### src/rtl/pipe_stage_skid.sv
// Elastic pipeline register with a 2-entry skid buffer (main + skid slot) and a registered in_ready.
// Optional perf counters are enabled by defining PIPE_PERF_CNT_EN.
module pipe_stage_skid #(
  parameter int CTRL_W = 8,
  parameter int DATA_W = 198,
  parameter int CNT_W  = 32
) (
  input  logic              clk,
  input  logic              rst_n,
  input  logic              flush,
  input  logic              in_valid,
  output logic              in_ready,
  input  logic [CTRL_W-1:0] in_ctrl,
  input  logic [DATA_W-1:0] in_data,
  output logic              out_valid,
  input  logic              out_ready,
  output logic [CTRL_W-1:0] out_ctrl,
  output logic [DATA_W-1:0] out_data,
  output logic [1:0]        occupancy,
  output logic [CNT_W-1:0]  stall_cnt,
  output logic [CNT_W-1:0]  flush_cnt
);

  logic              main_valid_q, main_valid_d;
  logic              skid_valid_q, skid_valid_d;
  logic [CTRL_W-1:0] main_ctrl_q,  main_ctrl_d;
  logic [CTRL_W-1:0] skid_ctrl_q,  skid_ctrl_d;
  logic [DATA_W-1:0] main_data_q,  main_data_d;
  logic [DATA_W-1:0] skid_data_q,  skid_data_d;
  logic              in_fire, out_fire;

  assign in_fire  = in_valid & in_ready;
  assign out_fire = out_valid & out_ready;

  // State register: the valid pair is the state encoding.
  always_ff @(posedge clk or negedge rst_n) begin
    if (!rst_n) begin
      main_valid_q <= 1'b0;
      skid_valid_q <= 1'b0;
      main_ctrl_q  <= '0;
      skid_ctrl_q  <= '0;
      main_data_q  <= '0;
      skid_data_q  <= '0;
    end else begin
      main_valid_q <= main_valid_d;
      skid_valid_q <= skid_valid_d;
      main_ctrl_q  <= main_ctrl_d;
      skid_ctrl_q  <= skid_ctrl_d;
      main_data_q  <= main_data_d;
      skid_data_q  <= skid_data_d;
    end
  end

  // Next state; inputs are only sampled on in_fire so an idle bus cannot leak X into ctrl.
  always_comb begin
    main_valid_d = main_valid_q;
    skid_valid_d = skid_valid_q;
    main_ctrl_d  = main_ctrl_q;
    skid_ctrl_d  = skid_ctrl_q;
    main_data_d  = main_data_q;
    skid_data_d  = skid_data_q;
    if (flush) begin
      main_valid_d = 1'b0;
      skid_valid_d = 1'b0;
      main_ctrl_d  = '0;
      skid_ctrl_d  = '0;
      main_data_d  = '0;
      skid_data_d  = '0;
    end else begin
      unique case ({main_valid_q, skid_valid_q})
        2'b00: if (in_fire) begin
          main_valid_d = 1'b1;
          main_ctrl_d  = in_ctrl;
          main_data_d  = in_data;
        end
        2'b10: begin
          if (in_fire && out_fire) begin
            main_ctrl_d = in_ctrl;
            main_data_d = in_data;
          end else if (in_fire) begin
            skid_valid_d = 1'b1;
            skid_ctrl_d  = in_ctrl;
            skid_data_d  = in_data;
          end else if (out_fire) begin
            main_valid_d = 1'b0;
          end
        end
        2'b11: if (out_fire) begin
          main_ctrl_d  = skid_ctrl_q;
          main_data_d  = skid_data_q;
          skid_valid_d = 1'b0;
          skid_ctrl_d  = '0;
          skid_data_d  = '0;
        end
        default: ;
      endcase
    end
  end

  // Outputs: a bubble never presents nonzero control.
  always_comb begin
    in_ready  = ~skid_valid_q;
    out_valid = main_valid_q;
    out_ctrl  = main_valid_q ? main_ctrl_q : '0;
    out_data  = main_data_q;
    occupancy = {1'b0, main_valid_q} + {1'b0, skid_valid_q};
  end

`ifdef PIPE_PERF_CNT_EN
  logic [CNT_W-1:0] stall_cnt_q, flush_cnt_q;

  always_ff @(posedge clk or negedge rst_n) begin
    if (!rst_n) begin
      stall_cnt_q <= '0;
      flush_cnt_q <= '0;
    end else begin
      if (out_valid && !out_ready && stall_cnt_q != '1)
        stall_cnt_q <= stall_cnt_q + 1'b1;
      if (flush && (occupancy != 2'd0 || in_valid) && flush_cnt_q != '1)
        flush_cnt_q <= flush_cnt_q + 1'b1;
    end
  end

  assign stall_cnt = stall_cnt_q;
  assign flush_cnt = flush_cnt_q;
`else
  assign stall_cnt = '0;
  assign flush_cnt = '0;
`endif

endmodule
### config.mk
export PLATFORM = sky130hd
export DESIGN_NAME = pipe_stage_skid
export DESIGN_NICKNAME = d
export VERILOG_FILES = /design/src/rtl/pipe_stage_skid.sv
export SDC_FILE = /design/constraint.sdc
export NUM_CORES = 1
export LEC_CHECK = 0
export ABC_AREA = 1
export CAP_MARGIN = 20
export CORE_MARGIN = 2
export CORE_UTILIZATION = 50
export DETAILED_ROUTE_END_ITERATION = 8
export GPL_TIMING_DRIVEN = 0
export PLACE_DENSITY_LB_ADDON = 0.05
export SYNTH_ARGS = -nofsm -noshare
export SYNTH_HDL_FRONTEND = slang
export SYNTH_SLANG_ARGS = --single-unit
### constraint.sdc
create_clock -name clk -period 2.33 [get_ports clk]
set_clock_uncertainty 0.15 [all_clocks]
set_input_delay 0.466 -clock clk [delete_from_list [all_inputs] [get_ports clk]]
set_output_delay 0.466 -clock clk [all_outputs]
set_load 0.005 [all_outputs]
==> metrics.cfg, run 1 <==
[outcome]
status=completed

[timing]
hold_violations=0
fin_crit_sh_pct=97.35
rsz0062_at_grt=yes
slew_violations=0
fin_ws_ns=0.06171
max_freq_ghz=0.4409
setup-violations-final=0
worst_pin_slew_ns=0.5937
max_slew_margin_pct=60.42
fin_crit_ns=2.268

[floorplan]
core_um2=37400
rows=71
ioPinCount=485
die_h_um=198.4
fp.dieArea_um2=39350
die_w_um=198.4
initial_utilization_pct=50.51

[power]
power.internal_w=0.02017
total_power_w=0.03129
pwr-share-clk_pct=23.7
irDropWorstVdd_v=0.0006522
total_leakage_power_nw=13.28
p_per_area_nw_per_um2=1199
p_seq_share_pct=36.9
switching_share_pct=35.53
p_sw_w=0.01112
comb_power_share_pct=39.4

[clocking]
clock_path_buffers=3
cts-buffers-inserted=45
cts.sinks=414
clk_pin_slew_worst_paths_ns=0.06
cts_tree=built
clk_latency_ns=0.55
htreeDepth=2
cts_root_buf=clkbuf_16

[logic_synthesis]
synth_area_um2=18890
syn_area_per_cell_um2=7.998
synthCells=2362
ys_seq_area_share_pct=54.84
ys_seq_elements=414
yosysWarnings=0
ys_types=22

[grt]
grt_pass1_vias=17510
grt_antenna_before_repair=11
grt_first_pass_wirelength_um=90360
grt_use_total_pct=29.10
grt_max_degree=104
grt.overflow.total=0

[place]
dp_slack_ns=-0.4956
hpwl_um=40990
gp_congestion=0.8597
place_inst=3360
port-buffer-count=420

[detailed_routing]
drt_iter0_markers=1225
drt_first_pass_iters=5
postRouteAntennaNets=0
viasPerCell=5.174
wire_per_inst_um=16.53
totalWireLength_um=57330
drcViolationCount=0
vias=17950

[final_layout]
drive_above_1_share_pct=10.21
layoutNonFillerInstCount=3469
syn2layout_area_growth_pct=38.18
fillCellCount=3090
fin_nets=3125
utilization_pct=69.79

[critical_path]
crit_type=flop to primary output
r2r_cells=9
worst-path-max-fanout=6
worstSetupEndpointType=primary output
cp.required_ns=1.71
start_kind=flop
arrival_ns=1.65

[job]
maxCapViolCount=0

[worst_hold_path]
min_path_type=flop to flop
holdPathStages=2

what timing repair did:
action / in CTS / in global routing
hold buffers: 2 / 0
gates resized for setup: 73 / 85
endpoints found under the setup margin: 406 / 403
buffers inserted: 10 / 6
endpoints found under the hold margin: 60 / 0
pin swaps: 1 / 2
worst max-delay path, cell delays in order (launching register included):
cell             delay, ns
dfrtp_2               0.40
clkbuf_8              0.16
inv_1                 0.04
ha_1                  0.27
clkdlybuf4s15_2       0.23
per-layer routing:
metal  wire [um]  part of all wire (%)  track usage, %
met5          41                 0.072               0
met4        2358                   4.1           13.12
met3        4834                   8.4           7.189
met2       26940                    47           46.76
met1       23160                    40           37.42
final cells by class:
type / instances / area (um2) / area share [%]
flip-flops and latches: 414 / 10360 / 39.69
plain buffers: 242 / 1546 / 5.925
repair buffers: 442 / 4484 / 17.18
multi-input cells: 1750 / 7430 / 28.46
diodes: 11 / 27.53 / 0.1055
well taps: 511 / 639.4 / 2.449
inverters: 16 / 60.06 / 0.2301
clock inverters: 18 / 210.2 / 0.8053
clock buffers: 65 / 1344 / 5.148
registers in the layout, summed over array words and instances (netlist names):
signal,count
main_ctrl_q,8
out_data,198
out_valid,1
skid_ctrl_q,8
skid_data_q,198
skid_valid_q,1
cells in the final DEF, fill, tap and decap left out, types with 11 or more instances in the layout:
cell type        count
buf_1               11
buf_2               34
buf_4               98
buf_6               13
clkbuf_1            47
clkbuf_16           47
clkbuf_2            39
clkbuf_4            18
clkbuf_8            11
clkdlybuf4s50_1    409
conb_1              64
dfrtp_1            413
diode_2             11
inv_1               15
nand2_1           1048
nand3_1            415
o21ai_0            194
o21ai_1             13
power groups by stage:
stage | clock network (W) | registers [W] | logic [W]
after global placement | 0 | 0.0115 | 0.0113
after detailed placement | 0 | 0.0116 | 0.0116
after floorplan | 0 | 0.0115 | 0.00554
after global routing | 0.00780 | 0.0118 | 0.0137
final | 0.00742 | 0.0115 | 0.0123
after CTS | 0.00751 | 0.0115 | 0.0120
worst paths after layout:
check,from,to,slack [ns]
min in group asynchronous,rst_n,out_data[119]$_DFFE_PN0P_,0.37
max,out_valid$_DFFE_PN0P_,occupancy[0],0.06
min,out_data[89]$_DFFE_PN0P_,out_data[89]$_DFFE_PN0P_,0.32
max reg2reg,out_valid$_DFFE_PN0P_,out_data[91]$_DFFE_PN0P_,0.09
min reg2reg,out_data[89]$_DFFE_PN0P_,out_data[89]$_DFFE_PN0P_,0.32
max in group asynchronous,rst_n,out_data[34]$_DFFE_PN0P_,0.28
synth_stat cells:
cell,n,area share (%)
buf_1,13,0.26
buf_2,80,2.1
buf_4,71,2.8
buf_6,1,0.060
clkbuf_1,80,1.6
clkinv_1,1,0.020
conb_1,1,0.020
dfrtp_1,414,55
ha_1,3,0.20
inv_1,15,0.30
nand2_1,1049,21
nand2_2,1,0.033
nand2_4,1,0.060
nand3_1,415,11
nand3b_1,1,0.040
nand4_1,1,0.033
nor2_1,4,0.079
nor2_2,1,0.033
nor2_4,1,0.060
o21ai_0,207,5.5
o21ai_1,1,0.026
o21ai_4,1,0.086
logic make-up (layout without fill, tap and decap cells):
family          count (synthesis)  in the layout  synth area share [%]
other cells                     1             75               0.01985
fa+ha+maj                       3              3                0.1987
flops                         414            414                 54.84
compound gates                209            209                 5.597
buf+inv                       261            783                 7.166
simple gates                 1474           1474                 32.18
stage by stage:
| stage | instance area (um2) | TNS [ns] | hold WS, ns |
|---|---|---|---|
| floorplan | 19130 | 0 | 0.02041 |
| global placement | 23970 | -7196.00 | 0.3047 |
| detailed placement | 24090 | -134.40 | 0.2732 |
| CTS | 25860 | 0 | 0.3218 |
| global route | 26090 | -0.2668 | 0.3403 |
| finish | 26100 | 0 | 0.3161 |
(Power assumes the default switching activity.)
==> inputs of run 2 (changes only) <==
- SETUP_SLACK_MARGIN: default -> 0.3
==> run 2 against run 1 <==
Setup slack worse by 0.025 ns; combinational power up 50%; critical path depth increased by 9; non-clock buffer count up 71; register-to-register slack got worse by 0.05 ns; critical path type is now flop to flop; sequential power about the same.
==> metrics.cfg, run 2 (same netlist as run 1, synthesis figures left out) <==
[outcome]
status=completed  ; unchanged

[clocking]
cts_tree=built  ; unchanged
htreeDepth=2  ; unchanged
cts.sinks=414  ; unchanged
cts-buffers-inserted=45  ; unchanged
clk_latency_ns=0.57  ; was 0.55 ns
cts_root_buf=clkbuf_16  ; unchanged
clock_path_buffers=3  ; unchanged
clk_pin_slew_worst_paths_ns=0.06  ; about the same

[critical_path]
r2r_end=out_data[188]$_DFFE_PN0P_  ; was out_data[91]$_DFFE_PN0P_
r2r_setup_slack_ns=0.04  ; was 0.09 ns
startpoint=out_valid$_DFFE_PN0P_  ; unchanged
cp.required_ns=2.64  ; was 1.71 ns
r2r-start=out_valid$_DFFE_PN0P_  ; unchanged
r2r_cells=13  ; was 9
start_kind=flop  ; unchanged
arrival_ns=2.60  ; was 1.65 ns
crit_type=flop to flop  ; was flop to primary output
worstSetupEndpointType=flop  ; was primary output
worstSetupEndpoint=out_data[188]$_DFFE_PN0P_  ; was occupancy[0]
worst-path-max-fanout=6  ; unchanged

[detailed_routing]
drt_iter0_markers=1378  ; was 1225
totalWireLength_um=63950  ; was 57330 um
viasPerCell=5.321  ; was 5.174
postRouteAntennaNets=0  ; unchanged
vias=18800  ; was 17.95k
drt_first_pass_iters=8  ; was 5
drcViolationCount=0  ; unchanged
wire_per_inst_um=18.11  ; was 16.53 um

[timing]
max_freq_ghz=0.4360  ; was 0.4409 GHz
hold_violations=0  ; unchanged
worst_pin_slew_ns=0.6516  ; was 0.5937 ns
slew_violations=0  ; unchanged
setup-violations-final=0  ; unchanged
rsz0062_at_grt=yes  ; unchanged
fin_crit_sh_pct=98.43  ; was 97.35%
max_slew_margin_pct=56.56  ; was 60.42%
fin_ws_ns=0.03660  ; was 0.06171 ns
fin_crit_ns=2.293  ; was 2.268 ns

[floorplan]
die_h_um=198.4  ; unchanged
ioPinCount=485  ; unchanged
fp.dieArea_um2=39350  ; unchanged
rows=71  ; unchanged
die_w_um=198.4  ; unchanged
initial_utilization_pct=50.51  ; unchanged
core_um2=37400  ; unchanged

[final_layout]
utilization_pct=77.20  ; was 69.79%
multi_input_area_um2=8255  ; was 7430 um2
final_cell_mix=nand2_1, dfrtp_1, clkdlybuf4s50_1  ; was nand2_1, nand3_1, dfrtp_1
layoutNonFillerInstCount=3532  ; was 3469
syn2layout_area_growth_pct=52.83  ; was 38.18%
seq_area_um2=10360  ; about the same
fillCellCount=2599  ; was 3090
layout_commonest_cell=nand2_1  ; unchanged
post-route-cell-area_um2=28870  ; was 26100 um2
fin_nets=3198  ; was 3125
drive_above_1_share_pct=20.17  ; was 10.21%

[job]
maxCapViolCount=0  ; unchanged

[power]
comb_power_share_pct=49.0  ; was 39.4%
p_sw_w=0.01341  ; was 0.01112 W
power.internal_w=0.02430  ; was 0.02017 W
pwr-share-clk_pct=19.7  ; was 23.7%
total_leakage_power_nw=14.60  ; was 13.28 nW
p_per_area_nw_per_um2=1306  ; was 1199 nW/um2
p_seq_share_pct=31.3  ; was 36.9%
switching_share_pct=35.55  ; was 35.53%
irDropWorstVdd_v=0.0006742  ; was 0.0006522 V

[worst_hold_path]
min_path_type=primary input to async pin  ; was flop to flop

[grt]
grt_use_total_pct=31.73  ; was 29.10%
grt.overflow.total=0  ; unchanged
grt_pass1_vias=18340  ; was 17.51k
grt_max_degree=125  ; was 104
grt_antenna_before_repair=2  ; was 11
grt_first_pass_wirelength_um=97290  ; was 90360 um

[place]
gp_congestion=0.8876  ; was 0.8597
place_inst=3360  ; unchanged
hpwl_um=40910  ; was 40990 um
postPlaceCellArea_um2=24090  ; about the same
port-buffer-count=420  ; unchanged
dp_slack_ns=-0.5446  ; was -0.4956 ns

-- run 2: cell count changes in the layout (fill, tap and decap cells not counted), moves of 29 or more --
| cell | previous run | this run |
|---|---|---|
| buf_16 | 5 | 34 |
| buf_8 | 2 | 39 |
| nand2_1 | 1048 | 928 |
| nand2_2 | 1 | 98 |
| nand3_1 | 415 | 361 |
| nand3_2 | 0 | 51 |
-- run 2: worst min path at each step --
stage	cells past startpoint	start	slack, ns	to
2_1_floorplan	0	rst_n	0.02	main_ctrl_q[0]$_DFFE_PN0P_
3_3_place_gp	2	out_data[146]$_DFFE_PN0P_	0.30	out_data[146]$_DFFE_PN0P_
3_5_place_dp	1	rst_n	0.26	out_data[124]$_DFFE_PN0P_
4_1_cts	2	rst_n	0.25	out_data[124]$_DFFE_PN0P_
5_1_grt	2	rst_n	0.29	out_data[124]$_DFFE_PN0P_
6_report	2	rst_n	0.26	out_data[124]$_DFFE_PN0P_
-- run 2: timing repair --
item                                    CTS  global route
hold endpoints to repair                 56             0
gates resized for setup                 402           286
hold buffers                              1             0
buffers inserted                         40             5
endpoints found under the setup margin  623           748
cloned                                   33            10
pin swaps                                34            27
-- run 2: power groups by stage --
stage | sequential (W) | combinational, W | clock [W]
6_report | 0.0118 | 0.0185 | 0.00742
5_1_grt | 0.0121 | 0.0198 | 0.00780
4_1_cts | 0.0116 | 0.0165 | 0.00749
3_5_place_dp | 0.0116 | 0.0116 | 0
3_3_place_gp | 0.0116 | 0.0113 | 0
2_1_floorplan | 0.0115 | 0.00554 | 0
-- run 2: cell type report --
class	instances	area share [%]
flip-flops and latches	414	35.89
multi-input cells	1752	28.59
repair buffers	511	20.54
plain buffers	244	7.190
clock buffers	68	4.728
well taps	511	2.215
clock inverters	14	0.6024
inverters	16	0.2210
diodes	2	0.01733
-- run 2: routing by layer --
layer / GRT usage (%) / up-vias / wire length (um)
li1: - / 8774 / -
met1: 40.70 / 9055 / 24950
met2: 51.05 / 809 / 30420
met3: 7.341 / 157 / 5591
met4: 15.26 / 0 / 2987
met5: 0 / - / 0
-- run 2: per-stage QoR --
stage,TNS (ns),power (W),hold WS [ns]
after floorplan,0,0.01700,0.02041
after global placement,-7211.52,0.02286,0.3032
after detailed placement,-139.03,0.02317,0.2554
after CTS,0,0.03560,0.2544
after global routing,-0.2008,0.03965,0.2857
final,0,0.03771,0.2566
-- run 2: critical path, cell delays in order, from the launching register on --
cell and delay [ns]:
dfrtp_2 0.45, ha_4 0.18, buf_8 0.13, buf_12 0.12
nand3_4 0.11, nand2_4 0.07, nor2_4 0.16, buf_12 0.15
nand2_8 0.10, buf_12 0.17, buf_4 0.14, clkbuf_16 0.14
nand2_1 0.05, nand2_1 0.04
